**src/rtl/corr_pkg.sv**
```systemverilog
// Shared definitions for the correlator MAC bank and its readout path.
package corr_pkg;

  typedef enum logic [1:0] {
    IDLE,
    FLUSH,
    CAPTURE,
    DRAIN
  } rd_state_e;

  localparam int DEF_N_LAG    = 8;
  localparam int DEF_DIM_ADD  = 64;
  localparam int DEF_PIPE_LAT = 3;

endpackage

```
**src/rtl/readout_shadow.sv**
```systemverilog
// Shadow bank holding one snapshot of every MAC accumulator,
// read back one lag at a time.
module readout_shadow #(
  parameter int N_LAG   = 8,
  parameter int DIM_ADD = 64,
  parameter int LAG_W   = $clog2(N_LAG)
) (
  input  logic                     clk_i,
  input  logic                     rst_ni,
  input  logic                     load_i,
  input  logic [N_LAG*DIM_ADD-1:0] acc_i,
  input  logic [LAG_W-1:0]         rd_lag_i,
  output logic [DIM_ADD-1:0]       rd_data_o
);

  logic [DIM_ADD-1:0] bank_q [N_LAG];

  always_ff @(posedge clk_i or negedge rst_ni) begin
    if (!rst_ni) begin
      for (int k = 0; k < N_LAG; k++) begin
        bank_q[k] <= '0;
      end
    end else if (load_i) begin
      for (int k = 0; k < N_LAG; k++) begin
        bank_q[k] <= acc_i[k*DIM_ADD +: DIM_ADD];
      end
    end
  end

  assign rd_data_o = bank_q[rd_lag_i];

endmodule

```
**src/rtl/mac_readout.sv**
```systemverilog
// MAC bank readout: drain the MAC pipeline, snapshot and clear the
// accumulators, then stream the snapshot out over valid/ready.
module mac_readout
  import corr_pkg::*;
#(
  parameter int N_LAG    = DEF_N_LAG,
  parameter int DIM_ADD  = DEF_DIM_ADD,
  parameter int LAG_W    = $clog2(N_LAG),
  parameter int PIPE_LAT = DEF_PIPE_LAT
) (
  input  logic                     clk,
  input  logic                     clr_n,
  input  logic                     dump,
  input  logic [N_LAG*DIM_ADD-1:0] acc_in,
  output logic                     mac_clr,
  output logic                     out_valid,
  input  logic                     out_ready,
  output logic [DIM_ADD-1:0]       out_data,
  output logic [LAG_W-1:0]         out_lag,
  output logic                     out_last,
  output logic                     busy,
  output logic                     overrun,
  input  logic                     ovr_clr,
  output logic [15:0]              frame_cnt
);

  localparam int CNT_W = (PIPE_LAT > 2) ? $clog2(PIPE_LAT) : 1;
  localparam logic [CNT_W-1:0] FLUSH_INIT = CNT_W'(PIPE_LAT - 1);
  localparam logic [LAG_W-1:0] LAG_LAST   = LAG_W'(N_LAG - 1);

  rd_state_e        state_q, state_d;
  logic [CNT_W-1:0] flush_q, flush_d;
  logic [LAG_W-1:0] lag_q, lag_d;
  logic             ovr_q, ovr_d;
  logic [15:0]      frame_q, frame_d;
  logic             last;

  assign last = (lag_q == LAG_LAST);

  always_ff @(posedge clk or negedge clr_n) begin
    if (!clr_n) begin
      state_q <= IDLE;
      flush_q <= '0;
      lag_q   <= '0;
      ovr_q   <= 1'b0;
      frame_q <= '0;
    end else begin
      state_q <= state_d;
      flush_q <= flush_d;
      lag_q   <= lag_d;
      ovr_q   <= ovr_d;
      frame_q <= frame_d;
    end
  end

  always_comb begin
    state_d = state_q;
    flush_d = flush_q;
    lag_d   = lag_q;
    ovr_d   = ovr_q;
    frame_d = frame_q;
    unique case (state_q)
      IDLE: begin
        if (dump) begin
          state_d = FLUSH;
          flush_d = FLUSH_INIT;
        end
      end
      FLUSH: begin
        if (flush_q == '0) begin
          state_d = CAPTURE;
        end else begin
          flush_d = flush_q - 1'b1;
        end
      end
      CAPTURE: begin
        state_d = DRAIN;
        lag_d   = '0;
      end
      DRAIN: begin
        if (out_ready) begin
          if (last) begin
            state_d = IDLE;
            frame_d = frame_q + 16'd1;
          end else begin
            lag_d = lag_q + 1'b1;
          end
        end
      end
      default: state_d = IDLE;
    endcase
    if (ovr_clr) begin
      ovr_d = 1'b0;
    end
    // a dump while draining is dropped; it wins over a same-cycle clear
    if (dump && state_q == DRAIN) begin
      ovr_d = 1'b1;
    end
  end

  readout_shadow #(
    .N_LAG   (N_LAG),
    .DIM_ADD (DIM_ADD),
    .LAG_W   (LAG_W)
  ) u_shadow (
    .clk_i     (clk),
    .rst_ni    (clr_n),
    .load_i    (state_q == CAPTURE),
    .acc_i     (acc_in),
    .rd_lag_i  (lag_q),
    .rd_data_o (out_data)
  );

  assign mac_clr   = (state_q == CAPTURE);
  assign out_valid = (state_q == DRAIN);
  assign out_lag   = lag_q;
  assign out_last  = out_valid && last;
  assign busy      = (state_q != IDLE);
  assign overrun   = ovr_q;
  assign frame_cnt = frame_q;

endmodule

```
**config.mk**
```make
export PLATFORM = sky130hd
export DESIGN_NAME = mac_readout
export DESIGN_NICKNAME = d
export VERILOG_FILES = /design/src/rtl/corr_pkg.sv /design/src/rtl/readout_shadow.sv /design/src/rtl/mac_readout.sv
export SDC_FILE = /design/constraint.sdc
export NUM_CORES = 1
export LEC_CHECK = 0
export ABC_CLOCK_PERIOD_IN_PS = 2400
export BUFFER_PORTS_ARGS = -buffer_cell sky130_fd_sc_hd__buf_4
export CORE_AREA = 2 2 233 235
export DETAILED_ROUTE_END_ITERATION = 10
export DIE_AREA = 0 0 235 237
export GPL_TIMING_DRIVEN = 1
export PLACE_DENSITY_LB_ADDON = 0.15
export SLEW_MARGIN = 40
export SYNTH_ARGS = -nofsm -noshare
export SYNTH_HDL_FRONTEND = slang
export SYNTH_SLANG_ARGS = --single-unit
```
**constraint.sdc**
```tcl
create_clock -name clk -period 2.4 [get_ports clk]
set_input_delay 0.24 -clock clk [delete_from_list [all_inputs] [get_ports clk]]
set_output_delay 0.24 -clock clk [all_outputs]
set_load 0.05 [all_outputs]
```
* Yosys cells after proc, flatten, opt, wreduce, memory -nomap -nowiden
Index checks and enable logic that the tools add are counted.
** Storage, ports and cells
- Bits in registers :: 536
- Input port bits :: 517
- Output and inout bits :: 88
** Operators by class
- Equality and inequality tests :: 10
- Bitwise logic cells :: 1
- Muxes and demuxes :: 16
- $lt $le $gt $ge :: 1
- Reductions and logical operators :: 12
- Add/subtract/negate cells :: 3
** Operators with widths (count)
- $bmux W64 S3 :: 1
- $mux W64 :: 2
- $add A16 B1 Y16 const B :: 1
- $mux W2 :: 6
- $reduce_and A3 Y1 :: 3
- $ne A2 B2 Y1 const B :: 4
- $pmux W2 S4 :: 1
- $reduce_bool A2 Y1 :: 4
- $mux W3 :: 2
- $pmux W3 S2 :: 1
- $eq A2 B2 Y1 const B :: 2
- $ge A4 B4 Y1 const B :: 1
- $logic_not A2 Y1 :: 2
- $ne A2 B1 Y1 const B :: 2
- $not A3 Y4 :: 1
- $pmux W2 S2 :: 1
- $reduce_and A4 Y1 :: 1
- $add A3 B1 Y3 const B :: 1
- $eq A3 B3 Y1 const B :: 1
- $eq A2 B1 Y1 const B :: 1
- $logic_and A1 B1 Y1 :: 2
- $mux W1 :: 2
- $sub A2 B1 Y2 const B :: 1

* Longest topological paths before layout
Gate-level depths: netlist of run 1.
- Word-level depth :: 4
- Mapped depth :: 7
- Mapped depth without buffers :: 6

* Hierarchy
From an unflattened synthesis of run 1, not the netlist that was laid out.
** Unflattened totals
- Cell total of the unflattened synthesis :: 1425
- Area total of the unflattened synthesis :: 23943.0 um^2
** By module, submodules not included
- readout_shadow :: area each 22688.0 um^2, cells an instance 1308, sequential area each 12812.3 um^2, times used 1
- mac_readout :: area each 1255.0 um^2, cells an instance 117, sequential area each 600.6 um^2, times used 1

* Least setup slack after synthesis of run 1
Ideal clock, no wire load.
- Path type :: reg2out
- Start point :: register lag_q[0], in the netlist out_lag[0]
- End point :: output port out_data[0]
- Data arrival time :: 2176 ps
- Required time :: 2160 ps
- Setup slack :: -16 ps
- Cell stages (with the launch flop) :: 6
- Path through :: dfrtp_1 > clkbuf_1 > buf_2 > buf_2 > mux4_2 > mux2_2
** On the way
- Word-level cells in the longest chain between the ends :: 4
** RTL lines
- start, declared :: line mac_readout.sv:33 : logic [LAG_W-1:0] lag_q, lag_d;
- start signal, assigned :: line mac_readout.sv:50 : lag_q <= lag_d;
- $not A3 Y4 (not written as such) :: line readout_shadow.sv:30 : assign rd_data_o = bank_q[rd_lag_i];
- $bmux W64 S3 :: line readout_shadow.sv:30
- $mux W64 (not written as such) (2 in a row) :: line readout_shadow.sv:30
- end, declared :: line mac_readout.sv:18 : output logic [DIM_ADD-1:0] out_data,
Every way passes these cells. The select of a mux whose other input is x is not followed.

* Final worst setup path of run 1
- Start point :: register lag_q[0], in the netlist out_lag[0]
- End point :: output port out_data[5]
Same word-level chain as after synthesis.

==> results.yml, run 1 <==
yosys:
  yosysWarnings: 0
  synth_cell_type_count: 32
  yosys_register_bits: 536
  avgSynthCellArea_sq_um: 16.67
  netlist_area_sq_um: 23840
  ys_seq_area_share_pct: 56.27
  syn-instance-count: 1430
  synth_nets: 1957
placement:
  dpl_worst_slack_ns: 0.1795
  placed_area_sq_um: 29510
  dp_hpwl_microns: 48240
  port_buffers: 604
  gp_congestion: 0.8619
final_layout:
  num-fill-cells: 3315
  fin_area_sq_um: 37720
  final_core_util_pct: 70.79
  drive_above_1_share_pct: 56.44
  design.final.nets: 3117
  areaGrowthSynthToFinish_pct: 58.24
floorplanning:
  rows: 85
  initial_core_util_pct: 44.73
  core_sq_um: 53280
  die_w_microns: 235
  ios: 605
  die_area_sq_um: 55700
  die_h_microns: 237
detailed_routing:
  drtIter0Drc: 861
  drc_errors: 0
  met3WireLength_microns: 4234
  vias: 17550
  vias_per_cell: 5.234
  wl_per_cell_microns: 23.27
  ant_nets: 0
  wl_microns: 78050
  wl_met2_microns: 40110
  dr.pass1.iters: 5
  wl_met1_microns: 30420
  top_layer: "met5"
power:
  total_power_mw: 46.92
  leakage_nw: 16.30
  cellPowerDensity_nw_per_um2: 1244
  ir_drop_uv: 1021
grt:
  grt_pass1_wl_microns: 117200
  grt_pass1_vias: 19800
  antenna_found_initial: 31
  grt_max_degree: 89
  grt-ovfl-total: 0
  globalRouteTotalUtil_pct: 27.51
timing:
  rsz0062_at_grt: "true"
  hold_violations: 0
  final_max_slew_viol_count: 0
  fin_crit_ns: 2.762
  fin_tns_setup_ns: -17.93
  finalSetupViolations: 64
  fin_crit_sh_pct: 115.1
  fin_ws_ns: -0.3622
  fmax_mhz: 362.0
  finalClockSkew_ns: 0.01481
  relSlewSlack_pct: 57.25
  worst_pin_slew_ns: 0.6412
clock_network:
  clk_pin_slew_ns: 0.06
  cts_made_buffers: 57
  cts_sinks: 536
  root_buffer: "clkbuf_16"
  cts_tree: "built"
  clkLatencyLatePin_ns: 0.59
  clockBufferDepth: 3
  htreeDepth: 2
outcome:
  violations: "setup timing"
  outcome: "complete, but fails checks"
worst_setup_path:
  required_ns: 2.16
  start_kind: "register"
  worst_ep_arrival_time_ns: 2.52
  critPathCaptureType: "primary output"
  worstSetupPathType: "reg -> out"
  worst-path-max-fanout: 6
flow_run:
  cap_viol_max_count: 0
hold_path:
  hold_class: "in -> reg"
-- registers in the layout, summed over array words and instances, names as in the netlist --
name and count:
u_shadow.bank_q 512, state_q 2, frame_cnt 16, out_lag 3, flush_q 2, overrun 1
-- power by group --
group	switching, mW	internal (mW)	total (mW)	leakage, nW
registers	2.69	13.6	16.3	6.32
logic	9.37	12.2	21.6	9.04
clock network	3.67	5.31	8.98	0.939
-- cell type report --
type,instances,area [sq um],share of cell area [%]
multi-input combinational,791,10130,26.87
sequential,536,13420,35.59
clock inverter,16,185.2,0.4910
clock buffer,84,1708,4.528
tap,696,870.8,2.309
timing repair buffer,1195,11290,29.95
inverter,9,33.78,0.08957
antenna,27,67.56,0.1791
-- final timing paths --
path	start	end	slack (ns)	cells after the start
worst min register to register	frame_cnt[15]	frame_cnt[15]	0.49	1
max in group asynchronous	clr_n	u_shadow.bank_q[215]	1.21	3
worst min-delay path	dump	flush_q[1]	0.13	4
min in group asynchronous	clr_n	frame_cnt[14]	0.19	2
worst max-delay path	out_lag[0]	out_data[5]	-0.36	6
worst max register to register	out_lag[0]	frame_cnt[15]	0.24	7
-- repair_timing --
item	4_1_cts	5_1_grt
hold endpoints to repair	564	0
hold buffers	516	0
setup buffers	14	8
cloned	10	2
gates resized for setup	107	71
setup endpoints to repair	65	66
pin swaps	0	0
-- cells in the mapped netlist, drive strengths merged --
master   number  share of area [%]
or2b          1              0.032
buf          58                1.2
or3           2              0.052
nand4         4               0.13
nand3         3              0.063
xnor2        10               0.37
mux4        128                 12
nor4          1              0.026
o21ai         7               0.15
nor3          3               0.13
clkbuf       36               0.57
mux2        577                 27
xor2          5               0.18
o22ai         1              0.026
nor2          8               0.13
a2111oi       1              0.037
dfrtp       536                 56
or4           1              0.047
mux2i         1              0.042
inv           9               0.14
nand2        18               0.28
ha           10               0.52
o311ai        1              0.037
nor2b         4               0.10
a21oi         2              0.042
and3          2              0.052
and2          1              0.026
-- cells in the final DEF, fill, tap and decap left out, types with 3 or more instances in the layout --
| master | count |
|---|---|
| nand2_1 | 18 |
| inv_1 | 8 |
| nand3_1 | 3 |
| xor2_1 | 5 |
| nor2_1 | 8 |
| nor2b_1 | 4 |
| dfrtp_1 | 533 |
| nand4_1 | 3 |
| xnor2_1 | 10 |
| buf_4 | 564 |
| mux4_2 | 128 |
| buf_8 | 24 |
| clkinv_2 | 10 |
| buf_16 | 11 |
| ha_1 | 8 |
| diode_2 | 27 |
| bufinv_16 | 4 |
| buf_6 | 49 |
| mux2_2 | 538 |
| clkbuf_16 | 59 |
| dlygate4sd3_1 | 516 |
| dfrtp_4 | 3 |
| o21ai_0 | 7 |
| mux2_4 | 39 |
| clkbuf_1 | 9 |
| bufbuf_16 | 4 |
| buf_12 | 25 |
| clkbuf_8 | 18 |
-- routing by layer --
metal | vias to the layer above | GRT usage (%)
li1 | 7713 | -
met1 | 8979 | 33.42
met2 | 655 | 47.08
met3 | 195 | 6.097
met4 | 12 | 12.37
met5 | - | 0
-- cell families after synthesis --
| group | after synthesis | synth area share [%] |
|---|---|---|
| and+or+nand+nor | 48 | 1.076 |
| xor gates and xnor gates | 15 | 0.5512 |
| muxes | 706 | 39.40 |
| adders and majority gates | 10 | 0.5249 |
| AOI/OAI and AO/OA | 12 | 0.2887 |
| DFF | 536 | 56.27 |
| buffers and inverters | 103 | 1.890 |
-- critical path, stage by stage, from the launching register on --
cell and delay (ns):
dfrtp_4 0.50, buf_4 0.16, buf_12 0.13, bufbuf_16 0.27, mux4_2 0.44, mux2_4 0.29
buf_6 0.16
-- stage by stage --
step	hold WS, ns	instances
2_1_floorplan	-0.05559	1430
3_3_place_gp	0.2539	2683
3_5_place_dp	0.2602	2683
4_1_cts	0.06931	3323
5_1_grt	0.1320	3354
6_report	0.1285	3354
No activity file was read; power rests on OpenSTA's default activity.
==> inputs of run 2 (changes only) <==
--- a/config.mk
+++ b/config.mk
@@ -12,6 +12,7 @@
 export DIE_AREA = 0 0 235 237
 export GPL_TIMING_DRIVEN = 1
 export PLACE_DENSITY_LB_ADDON = 0.15
+export SKIP_LAST_GASP = 1
 export SLEW_MARGIN = 40
 export SYNTH_ARGS = -nofsm -noshare
 export SYNTH_HDL_FRONTEND = slang
==> results.yml, run 2 (synthesized netlist as in run 1, its figures left out) <==
floorplanning:
  core_sq_um: 53280
  ios: 605
  die_area_sq_um: 55700
  die_w_microns: 235
  rows: 85
  initial_core_util_pct: 44.73
  die_h_microns: 237
power:
  p_int_mw: 30.92
  p_switching_mw: 15.55
  clkPwrFrac_pct: 19.3
  power_frac_seq_pct: 35.1
  total_power_mw: 46.47
  cellPowerDensity_nw_per_um2: 1238
  leakage_nw: 16.23
  p_comb_share_pct: 45.7
  p_sw_share_pct: 33.46
  ir_drop_uv: 754.3
placement:
  gp_congestion: 0.8619
  dpl_worst_slack_ns: 0.1795
  port_buffers: 604
  dp_cells: 2683
  dp_hpwl_microns: 48240
grt:
  globalRouteTotalUtil_pct: 27.17
  grt-ovfl-total: 0
  antenna_found_initial: 22
  grt_max_degree: 89
  grt_pass1_wl_microns: 116700
  grt_pass1_vias: 19720
timing:
  fin_crit_ns: 2.787
  fmax_mhz: 358.8
  relSlewSlack_pct: 57.33
  worst_pin_slew_ns: 0.6401
  fin_ws_ns: -0.3867
  rsz0062_at_grt: "true"
  finalClockSkew_ns: 0.01094
  fin_crit_sh_pct: 116.1
  hold_violations: 0
  fin_tns_setup_ns: -18.30
  finalSetupViolations: 64
  final_max_slew_viol_count: 0
outcome:
  violations: "setup timing"
  outcome: "complete, but fails checks"
worst_setup_path:
  required_ns: 2.16
  worst-path-max-fanout: 6
  rr_worst_depth: 7
  worst_ep_arrival_time_ns: 2.55
  critPathCaptureType: "primary output"
  worstSetupPathType: "reg -> out"
  start_kind: "register"
hold_path:
  hold_class: "in -> reg"
  min_path_cells: 4
clock_network:
  cts_made_buffers: 57
  root_buffer: "clkbuf_16"
  cts_tree: "built"
  clkLatencyLatePin_ns: 0.59
  clockBufferDepth: 3
  htreeDepth: 2
  clk_pin_slew_ns: 0.06
  cts_sinks: 536
detailed_routing:
  dr.pass1.iters: 5
  drc_errors: 0
  ant_nets: 0
  drtIter0Drc: 810
  wl_per_cell_microns: 22.98
  vias_per_cell: 5.245
  vias: 17530
  wl_microns: 76810
final_layout:
  largest_register: "u_shadow.bank_q"
  areaGrowthSynthToFinish_pct: 57.53
  drive_above_1_share_pct: 56.45
  mostFrequentLayoutCell: "buf_4"
  layout_common_cells: "buf_4 (586), mux2_2 (545), dfrtp_1 (533)"
  design.final.nets: 3115
  largest_register_ffs: 512
  fin_cells: 3342
flow_run:
  cap_viol_max_count: 0
## run 2: cell count changes in the layout (fill, tap and decap cells not counted)
cell / previous run / this run
buf_12: 25 / 26
buf_16: 11 / 10
buf_4: 564 / 586
buf_6: 49 / 27
buf_8: 24 / 23
clkbuf_16: 59 / 58
diode_2: 27 / 17
ha_1: 8 / 7
ha_4: 1 / 2
mux2_2: 538 / 545
mux2_4: 39 / 32
## run 2: power by group through the flow
stage	registers, mW	logic, mW	clock network, mW
after detailed placement	16.2	18.7	0
after floorplan	15.2	14.3	0
final	16.3	21.2	8.95
after global placement	16.1	18.3	0
after CTS	16.1	20.5	9.11
after global routing	16.7	22.3	9.53
## run 2: layout make-up
cell class                      instances  area (sq um)
Clock inverter                         16         185.2
Clock buffer                           84          1708
Antenna cell                           17         42.54
Sequential cell                       536         13420
Fill cell                            3353         15730
Multi-Input combinational cell        791         10120
Tap cell                              696         870.8
Timing Repair Buffer                 1193         11160
Inverter                                9         33.78
## run 2: through the flow
step / hold slack (ns) / instance area, sq um / utilization (%)
2_1_floorplan: -0.05559 / 23840 / -
3_3_place_gp: 0.2539 / 29510 / 55.38
3_5_place_dp: 0.2602 / 29510 / 55.38
4_1_cts: 0.06931 / 37210 / 69.84
5_1_grt: 0.1168 / 37550 / 70.47
6_report: 0.1194 / 37550 / 70.47
## run 2: worst paths after layout
kind | startpoint | endpoint | slack, ns
setup reg to reg | out_lag[0] | frame_cnt[15] | 0.27
setup / recovery | out_lag[0] | out_data[8] | -0.39
min in group asynchronous | clr_n | frame_cnt[14] | 0.19
hold / removal | dump | flush_q[1] | 0.12
hold reg to reg | frame_cnt[15] | frame_cnt[15] | 0.49
max in group asynchronous | clr_n | u_shadow.bank_q[216] | 1.22
## run 2: worst max-delay path: stages, from the launching register on
cell and delay, ns:
dfrtp_4 0.51, buf_4 0.16, buf_12 0.13, bufbuf_16 0.28
mux4_2 0.46, mux2_4 0.29, buf_8 0.15
## run 2: layer usage
| layer | part of all wire, % | vias up | track usage [%] |
|---|---|---|---|
| met2 | 51 | 643 | 46.73 |
| li1 | - | 7707 | - |
| met3 | 5.2 | 187 | 5.398 |
| met4 | 3.7 | 12 | 11.03 |
| met5 | 0.10 | - | 0 |
| met1 | 40 | 8980 | 33.71 |
## run 2: what timing repair did
action	CTS	global route
resized for setup	61	87
endpoints found under the hold margin	564	0
buffers inserted	14	7
hold buffers	516	0
cloned	10	1
endpoints found under the setup margin	65	66
==> inputs of run 3 (changes only) <==
--- a/config.mk
+++ b/config.mk
@@ -12,6 +12,7 @@
 export DIE_AREA = 0 0 235 237
 export GPL_TIMING_DRIVEN = 1
 export PLACE_DENSITY_LB_ADDON = 0.15
+export RECOVER_POWER = 100
 export SKIP_LAST_GASP = 1
 export SLEW_MARGIN = 40
 export SYNTH_ARGS = -nofsm -noshare
==> results.yml, run 3 (synthesized netlist as in run 1, its figures left out) <==
outcome:
  outcome: "complete, but fails checks"
  violations: "capacitance limit, slew limit, setup timing"
detailed_routing:
  met3WireLength_microns: 4078
  vias_per_cell: 5.264
  wl_per_cell_microns: 23.03
  drtIter0Drc: 776
  dr.pass1.iters: 5
  wl_met2_microns: 39490
  wl_microns: 76960
  vias: 17590
  ant_nets: 0
  wl_met1_microns: 30400
  drc_errors: 0
  top_layer: "met5"
clock_network:
  root_buffer: "clkbuf_16"
  cts_sinks: 536
  clkLatencyLatePin_ns: 0.59
  clockBufferDepth: 3
  cts_made_buffers: 57
  htreeDepth: 2
  clk_pin_slew_ns: 0.06
  cts_tree: "built"
worst_setup_path:
  worst_ep_arrival_time_ns: 2.55
  start_kind: "register"
  path_cells: "buf_4 > buf_12 > bufbuf_16 > mux4_2 > mux2_4 > buf_8"
  critPathCaptureType: "primary output"
  worst_path_max_delay_cell: "dfrtp_4"
  r2r_slack_ns: -0.12
  reg2reg_from: "state_q[0]"
  worstSetupPathType: "reg -> out"
  critPathLaunch: "out_lag[0]"
  worst-path-max-fanout: 6
  required_ns: 2.16
  slowest_delay_ns: 0.51
  crit_family: "multiplexers"
  path_buf_inv: 4
final_layout:
  largest_register: "u_shadow.bank_q"
  drive_above_1_share_pct: 55.42
  layout_common_cells: "buf_4 (555), mux2_2 (544), dfrtp_1 (533)"
  num-fill-cells: 3410
  largest_register_ffs: 512
  fin_area_sq_um: 37300
  areaGrowthSynthToFinish_pct: 56.51
  final_core_util_pct: 70.01
  design.final.nets: 3115
  mostFrequentLayoutCell: "buf_4"
grt:
  grt_pass1_vias: 19720
  grt_max_degree: 89
  globalRouteTotalUtil_pct: 27.17
  grt-ovfl-total: 0
  grt_pass1_wl_microns: 116700
  antenna_found_initial: 22
timing:
  fin_hold_ws_ns: 0.1166
  final_max_slew_viol_count: 61
  finalClockSkew_ns: 0.01079
  fin_ws_ns: -0.3884
  finalSetupViolations: 149
  worst_pin_slew_ns: 1.907
  rsz0062_at_grt: "true"
  fin_crit_ns: 2.788
  fmax_mhz: 358.6
  relSlewSlack_pct: -27.16
  fin_crit_sh_pct: 116.2
  hold_violations: 0
power:
  leakage_nw: 16.10
  ir_drop_uv: 753.5
  cellPowerDensity_nw_per_um2: 1241
placement:
  gp_congestion: 0.8619
  placed_area_sq_um: 29510
  port_buffers: 604
  dp_hpwl_microns: 48240
floorplanning:
  die_w_microns: 235
  die_h_microns: 237
  initial_core_util_pct: 44.73
  core_sq_um: 53280
  rows: 85
  die_area_sq_um: 55700
  ios: 605
hold_path:
  worstHoldStart: "dump"
  hold_class: "in -> reg"
flow_run:
  cap_viol_max_count: 1
run 3: cell types whose count changed in the layout (fill, tap and decap cells not counted), moves of 3 or more:
cell	change
ha_1	+3
buf_4	-31
clkbuf_1	+20
buf_12	-8
clkbuf_2	+9
buf_6	+7
clkbuf_4	+4
run 3: cell type report:
type                    instances  area [sq um]  share of cell area [%]
diodes                         17         42.54                  0.1140
clock buffers                  84          1708                   4.578
clock inverters                16         185.2                  0.4964
inverters                       9         33.78                 0.09056
multi-input cells             791         10080                   27.03
flip-flops and latches        536         13420                   35.99
well taps                     696         870.8                   2.334
repair buffers               1193         10960                   29.37
run 3: power breakdown:
| part | internal [mW] | switching, mW |
|---|---|---|
| Sequential | 13.6 | 2.65 |
| Clock | 5.31 | 3.64 |
| Combinational | 11.8 | 9.24 |
run 3: per-layer routing:
metal / GRT usage [%] / vias to the layer above
met1: 33.71 / 9009
met3: 5.398 / 191
met5: 0 / -
li1: - / 7703
met4: 11.03 / 12
met2: 46.73 / 678
run 3: final timing paths:
path                                        end  depth (start not counted)
setup / recovery                    out_data[8]                          6
hold / removal                       flush_q[1]                          4
setup reg to reg           u_shadow.bank_q[463]                          5
hold reg to reg                   frame_cnt[15]                          1
max in group asynchronous  u_shadow.bank_q[132]                          3
min in group asynchronous         frame_cnt[14]                          2
run 3: through the flow:
stage	setup TNS, ns	power, mW	worst slack [ns]	instances
floorplan	0	29.51	0.03960	1430
global placement	0	34.38	0.1884	2683
detailed placement	0	34.92	0.1795	2683
CTS	-22.28	45.67	-0.4096	3323
global route	-56.20	48.42	-0.4548	3341
finish	-22.78	46.28	-0.3884	3342
run 3: what timing repair did:
item	4_1_cts	5_1_grt
endpoints found under the hold margin	564	0
gates resized for setup	61	87
gates cloned	10	1
pin swaps	0	0
hold buffers	516	0
endpoints found under the setup margin	65	66
setup buffers	14	7
run 3: worst register-to-register path, delay by kind of cell (launching register included):
family | cells | cell delay, ns
buf+inv | 3 | 1.23
mux | 1 | 0.42
flops | 1 | 0.41
fa+ha+maj | 1 | 0.33
